### src/rtl/hemaia_clk_div_cfg_ctrl.sv
// Configuration sequencer for a bank of hemaia_clock_divider instances.
// Serialises divisor updates: issue to one or all dividers, wait a settle window, then respond.
module hemaia_clk_div_cfg_ctrl #(
  parameter int unsigned NumClocks        = 4,
  parameter int unsigned MaxDivisionWidth = 4,
  parameter int unsigned DefaultDivision  = 1,
  parameter int unsigned SettleCycles     = 36,
  parameter int unsigned ChanWidth        = (NumClocks > 1) ? $clog2(NumClocks) : 1
) (
  input  logic                                  clk_i,
  input  logic                                  rst_ni,
  input  logic                                  req_valid_i,
  output logic                                  req_ready_o,
  input  logic [ChanWidth-1:0]                  req_chan_i,
  input  logic                                  req_broadcast_i,
  input  logic [MaxDivisionWidth-1:0]           req_divisor_i,
  output logic                                  rsp_valid_o,
  input  logic                                  rsp_ready_i,
  output logic                                  rsp_err_o,
  output logic [NumClocks*MaxDivisionWidth-1:0] div_divisor_o,
  output logic [NumClocks-1:0]                  div_valid_o,
  output logic                                  busy_o
);

  localparam int unsigned CntWidth = $clog2(SettleCycles);

  localparam logic [1:0] StIdle   = 2'd0;
  localparam logic [1:0] StApply  = 2'd1;
  localparam logic [1:0] StSettle = 2'd2;
  localparam logic [1:0] StResp   = 2'd3;

  logic [1:0]                  state_q;
  logic [CntWidth-1:0]         cnt_q;
  logic                        err_q;
  logic [NumClocks-1:0]        valid_q;
  logic [NumClocks-1:0]        req_mask;
  logic                        req_invalid;
  logic [MaxDivisionWidth-1:0] divisor_q [NumClocks];

  // Target decode: broadcast hits every divider and can never be out of range.
  always_comb begin
    req_invalid = !req_broadcast_i && (int'(req_chan_i) >= int'(NumClocks));
    req_mask    = '0;
    for (int k = 0; k < int'(NumClocks); k++) begin
      req_mask[k] = req_broadcast_i || (int'(req_chan_i) == k);
    end
  end

  // Divisors and valid pulses are registered at acceptance so they are visible
  // during the APPLY cycle; the divisor is then held until the next update
  // because each divider only samples it at its own counter wrap.
  always_ff @(posedge clk_i or negedge rst_ni) begin
    if (!rst_ni) begin
      state_q <= StIdle;
      cnt_q   <= '0;
      err_q   <= 1'b0;
      valid_q <= '0;
      for (int k = 0; k < int'(NumClocks); k++) begin
        divisor_q[k] <= MaxDivisionWidth'(DefaultDivision);
      end
    end else begin
      valid_q <= '0;
      case (state_q)
        StIdle: begin
          if (req_valid_i) begin
            if (req_invalid) begin
              err_q   <= 1'b1;
              state_q <= StResp;
            end else begin
              for (int k = 0; k < int'(NumClocks); k++) begin
                if (req_mask[k]) divisor_q[k] <= req_divisor_i;
              end
              valid_q <= req_mask;
              state_q <= StApply;
            end
          end
        end
        StApply: begin
          cnt_q   <= CntWidth'(SettleCycles - 1);
          state_q <= StSettle;
        end
        StSettle: begin
          if (cnt_q == '0) begin
            state_q <= StResp;
          end else begin
            cnt_q <= cnt_q - 1'b1;
          end
        end
        StResp: begin
          if (rsp_ready_i) begin
            err_q   <= 1'b0;
            state_q <= StIdle;
          end
        end
        default: state_q <= StIdle;
      endcase
    end
  end

  assign req_ready_o = (state_q == StIdle);
  assign busy_o      = (state_q != StIdle);
  assign rsp_valid_o = (state_q == StResp);
  assign rsp_err_o   = (state_q == StResp) && err_q;
  assign div_valid_o = valid_q;

  for (genvar g = 0; g < int'(NumClocks); g++) begin : gen_div_out
    assign div_divisor_o[g*MaxDivisionWidth +: MaxDivisionWidth] = divisor_q[g];
  end

endmodule
### config.mk
export PLATFORM = sky130hd
export DESIGN_NAME = hemaia_clk_div_cfg_ctrl
export DESIGN_NICKNAME = d
export VERILOG_FILES = /design/src/rtl/hemaia_clk_div_cfg_ctrl.sv
export SDC_FILE = /design/constraint.sdc
export NUM_CORES = 1
export LEC_CHECK = 0
export BUFFER_PORTS_ARGS = -buffer_cell sky130_fd_sc_hd__buf_2
export CORE_MARGIN = 1.5
export CORE_UTILIZATION = 50
export CTS_CLUSTER_DIAMETER = 60
export DETAILED_ROUTE_END_ITERATION = 10
export PLACE_DENSITY = 0.81
export SYNTH_ARGS = -nofsm -noshare
export SYNTH_HDL_FRONTEND = slang
export SYNTH_SLANG_ARGS = --single-unit
### constraint.sdc
create_clock -name clk_i -period 4.8 [get_ports clk_i]
set_input_delay 0 -clock clk_i [delete_from_list [all_inputs] [get_ports clk_i]]
set_output_delay 0 -clock clk_i [all_outputs]
set_load 0.02 [all_outputs]
Word-level counts from Yosys, hierarchy flattened
Index checks and enable logic that the tools add are counted.
- add/sub/neg operators: 1
- equality and inequality tests: 10
- muxes and demuxes: 8
- reduce and logical (&&, ||, !) cells: 15
- operator list (operator ; number):
    AND reduction 3 bit ; 5
    one-hot mux 6 bit (2 select lines) ; 1
    == test 2 bit (second input constant) ; 4
    2-to-1 mux 4 bit ; 2
    one-hot mux 2 bit (4 select lines) ; 1
    zero test 6 bit ; 1
    2-to-1 mux 2 bit ; 3
    2-to-1 mux 6 bit ; 1
    inequality test 2 bit (second input constant) ; 3
    subtractor 6 x 1 -> 6 bit (second input constant) ; 1
    == test 2 x 1 -> 1 bit (second input constant) ; 2
    zero test 2 bit ; 2
    logical OR 1 bit ; 4
    nonzero test 2 bit ; 2
    inequality test 2 x 1 -> 1 bit (second input constant) ; 1
    AND reduction 2 bit ; 1
- bits in registers: 28
- input port bits: 11
- output and inout bits: 24
- logic and storage cells: 41

Longest topological paths before layout
- depth in word-level cells: 4
- gate-level depth with buffers: 7
- mapped depth without buffers: 6

Worst setup path after synthesis
Ideal clock, no wire load.
- path kind: reg2reg
- from: register cnt_q[0]
- to: register state_q[1]
- setup time: 128 ps
- arrival: 1778 ps
- required time: 4672 ps
- setup slack: 2895 ps
- stages on the path, launching flop included: 7
- buffers on the path: 0
- clock period less this slack: 1905 ps
- path through: dfrtp_1 > inv_1 > ha_1 > or3b_4 > nand2b_4 > a221oi_4 > mux2_1
- cells in the longest elaborated chain, start to end: 3
- ends and longest elaborated chain (what ; line ; source):
    from (decl) ; 33 ; logic [CntWidth-1:0] cnt_q;
    from (signal assigned) ; 79 ; cnt_q <= CntWidth'(SettleCycles - 1);
    from (signal assigned) ; 86 ; cnt_q <= cnt_q - 1'b1;
    zero test 6 bit ; 83 ; if (cnt_q == '0) begin
    inequality test 2 bit (no line) ; - ;
    AND reduction 3 bit (no line) ; - ;
    to (signal assigned) ; 80 ; state_q <= StSettle;
    to (signal assigned) ; 84 ; state_q <= StResp;
    to (signal assigned) ; 92 ; state_q <= StIdle;
    to (decl) ; 32 ; logic [1:0] state_q;
No other way between the ends.
A chain may end at the register's enable or synchronous reset.

Worst setup path after layout
Ends and elaborated chain as after synthesis.

==> flow_summary.yaml <==
sta:
  drv_slew: 0
  finalHoldViolations: 0
  period_share_pct: 42.6
  setup_viol: 0
  fmax_mhz: 489
  period_needed_ns: 2.04
  worst_hold_slack_ns: 0.0943
  maxSlewHeadroom_pct: 59.5
  setup-tns-final_ns: 0
  worstMarginPinSlew_ns: 0.607
  rsz0062_at_grt: "false"
  fin_skew_ns: 0.000624
pwr:
  p_comb_share_pct: 48.7
  powerDensity_nw_per_um2: 648
  finalPower_w: 0.00102
  peakVddDrop_mv: 0.454
  power_leakage_nw: 0.771
  p_int_w: 0.000585
  power_frac_seq_pct: 41.9
  switchingPower_w: 0.000433
  netSwitchingFraction_pct: 42.5
  pwr-share-clk_pct: 9.4
cts:
  numCtsBuffers: 3
  cts_hold_buf: 5
  cts_resized: 0
  clock_sinks: 28
  clkTransAtPathRegs_ns: 0.14
  clock_path_buffers: 2
  cts_tree: "yes"
  cts_max_level: 1
  cts-root-buf: "clkbuf_4"
  cts_setup_buffers: 0
  insertion_delay_ns: 0.31
global_route:
  overflow: 0
  grt_pass1_wl_mm: 3.80
  grt_use_total_pct: 18.0
  grt_max_degree: 29
  first_global_vias: 872
  antenna_found_initial: 0
worst_setup_path:
  critical_path_peak_fanout: 5
  cp-start-kind: "register"
  endpoint_kind: "register"
  critPathKind: "register to register"
  r2r_slack_ns: 2.76
  required_ns: 5.01
  crit_arrival_ns: 2.26
floorplan:
  coreArea_sq_um: 2450
  start_util_pct: 52.7
  std_cell_rows: 18
  die_h_um: 53.9
  io_pins: 35
  dieArea_sq_um: 2900
  die-width_um: 53.9
synthesis:
  yosys_warnings: 0
  syn_nets: 120
  yosys.cell_types.count: 29
  ys_ff_latch: 28
  synthAdderAreaFrac_pct: 5.80
  synth_top_family_by_area: "multiplexers"
  synth_xor_area_share_pct: 0.677
  avgSynthCellArea_sq_um: 12.6
  synth_area_sq_um: 1290
  synthCells: 103
  ys_seq_area_share_pct: 54.5
  synth-simple-area-share_pct: 9.77
  synth_compound_area_share_pct: 9.48
  muxShareOfSynthArea_pct: 15.7
placement:
  port_buffers: 33
  placed_area_sq_um: 1490
  dp_hpwl_mm: 1.80
  gp_congestion: 0.874
final_layout:
  postLayoutCoreUtil_pct: 64.0
  drive_above_1_share_pct: 35.4
  finalNetCount: 162
  ff_latch_area_sq_um: 706
  fillers: 190
  multi_input_area_sq_um: 539
  area_growth_pct: 21.5
  diodes: 0
  final_area_sq_um: 1570
detailed_routing:
  drtAntennaViolNets: 0
  routed_wirelength_mm: 2.38
  wire_per_inst_um: 13.7
  firstDrtPassIters: 4
  first_iter_violations: 12
  vias_per_cell: 5.33
  route.detailed.drc: 0
  num_vias: 927
min_path:
  hp-class: "input pin to register"
run_status:
  status: "finished clean"
run:
  cap_viol_max_count: 0
==> routing by layer <==
layer / vias up / routed length, um / track usage (%)
met5: - / 0 / 0
met1: 456 / 1010 / 22.1
met3: 2 / 139 / 2.78
met2: 31 / 1210 / 31.7
li1: 438 / - / -
met4: 0 / 9 / 6.41
==> critical path, stage by stage, from the launching register on <==
cell      delay, ns
dfrtp_1        0.45
inv_1          0.10
ha_1           0.18
or3b_4         0.42
nand2b_4       0.18
a221oi_4       0.26
mux2_1         0.34
==> cells in the mapped netlist, drive strengths merged <==
cell type  instances  area (sq um)
o32a               1          10.0
inv               10          37.5
nor2               6          30.0
conb               1          3.75
a21oi              3          15.0
o21ai              8          40.0
o31ai              1          7.51
a221o              1          10.0
nand3              2          10.0
ha                 6          75.1
o211ai             1          7.51
nand2              1          3.75
xnor2              1          8.76
a31oi              1          6.26
clkbuf             1          3.75
a221oi             1          26.3
or3b               1          11.3
mux2              18           203
dfstp              4           105
nor2b              3          18.8
buf                1          7.51
nor4b              1          8.76
nor3               5          30.0
dfrtp             24           601
nand2b             1          13.8
==> through the flow <==
step	setup WS, ns	instances
5_1_grt	2.65	174
2_1_floorplan	2.89	103
3_5_place_dp	2.79	164
4_1_cts	2.77	173
6_report	2.76	174
3_3_place_gp	2.86	164
==> final timing paths <==
path / cells after the start / endpoint / startpoint
setup / recovery: 6 / state_q[1]$_DFFE_PN0P_ / cnt_q[0]$_DFFE_PN0P_
hold / removal: 3 / div_valid_o[3]$_DFF_PN0_ / req_broadcast_i
setup reg to reg: 6 / state_q[1]$_DFFE_PN0P_ / cnt_q[0]$_DFFE_PN0P_
hold reg to reg: 1 / div_divisor_o[15]$_DFFE_PN0P_ / div_divisor_o[15]$_DFFE_PN0P_
max in group asynchronous: 2 / cnt_q[3]$_DFFE_PN0P_ / rst_ni
min in group asynchronous: 2 / div_divisor_o[13]$_DFFE_PN0P_ / rst_ni
==> sequential cells by signal, summed over array words and instances (netlist names) <==
name	flops
div_divisor_o	16
cnt_q	6
div_valid_o	4
state_q	2
==> power groups by stage <==
stage	sequential, W	clock, W	combinational, W
final	0.000426	0.0000957	0.000496
after global routing	0.000443	0.000111	0.000544
after CTS	0.000426	0.0000998	0.000500
after detailed placement	0.000432	0	0.000496
after global placement	0.000424	0	0.000477
after floorplan	0.000519	0	0.000254
==> final cells by class <==
cell class,count,area share [%]
Sequential cell,28,44.9
Inverter,10,2.39
Clock buffer,4,1.67
Tap cell,30,2.39
Timing Repair Buffer,39,14.3
Multi-Input combinational cell,63,34.3
==> layout by cell type (no fill, tap or decap), types with 2 or more instances in the layout <==
master / instances
clkbuf_4: 3
inv_2: 6
buf_2: 33
a21oi_1: 3
o21ai_0: 3
dfstp_2: 4
mux2_1: 18
dlygate4sd3_1: 6
nor3_1: 4
ha_1: 6
o21ai_1: 5
nor2b_1: 3
nor2_1: 5
inv_1: 4
nand3_1: 2
dfrtp_1: 24
==> cell families after synthesis <==
logic type | Yosys count
other | 1
and+or+nand+nor | 20
buffers and inverters | 12
xor gates and xnor gates | 1
DFF | 28
AOI/OAI and AO/OA | 17
muxes | 18
adders and majority gates | 6
No activity file was read; power rests on OpenSTA's default activity.
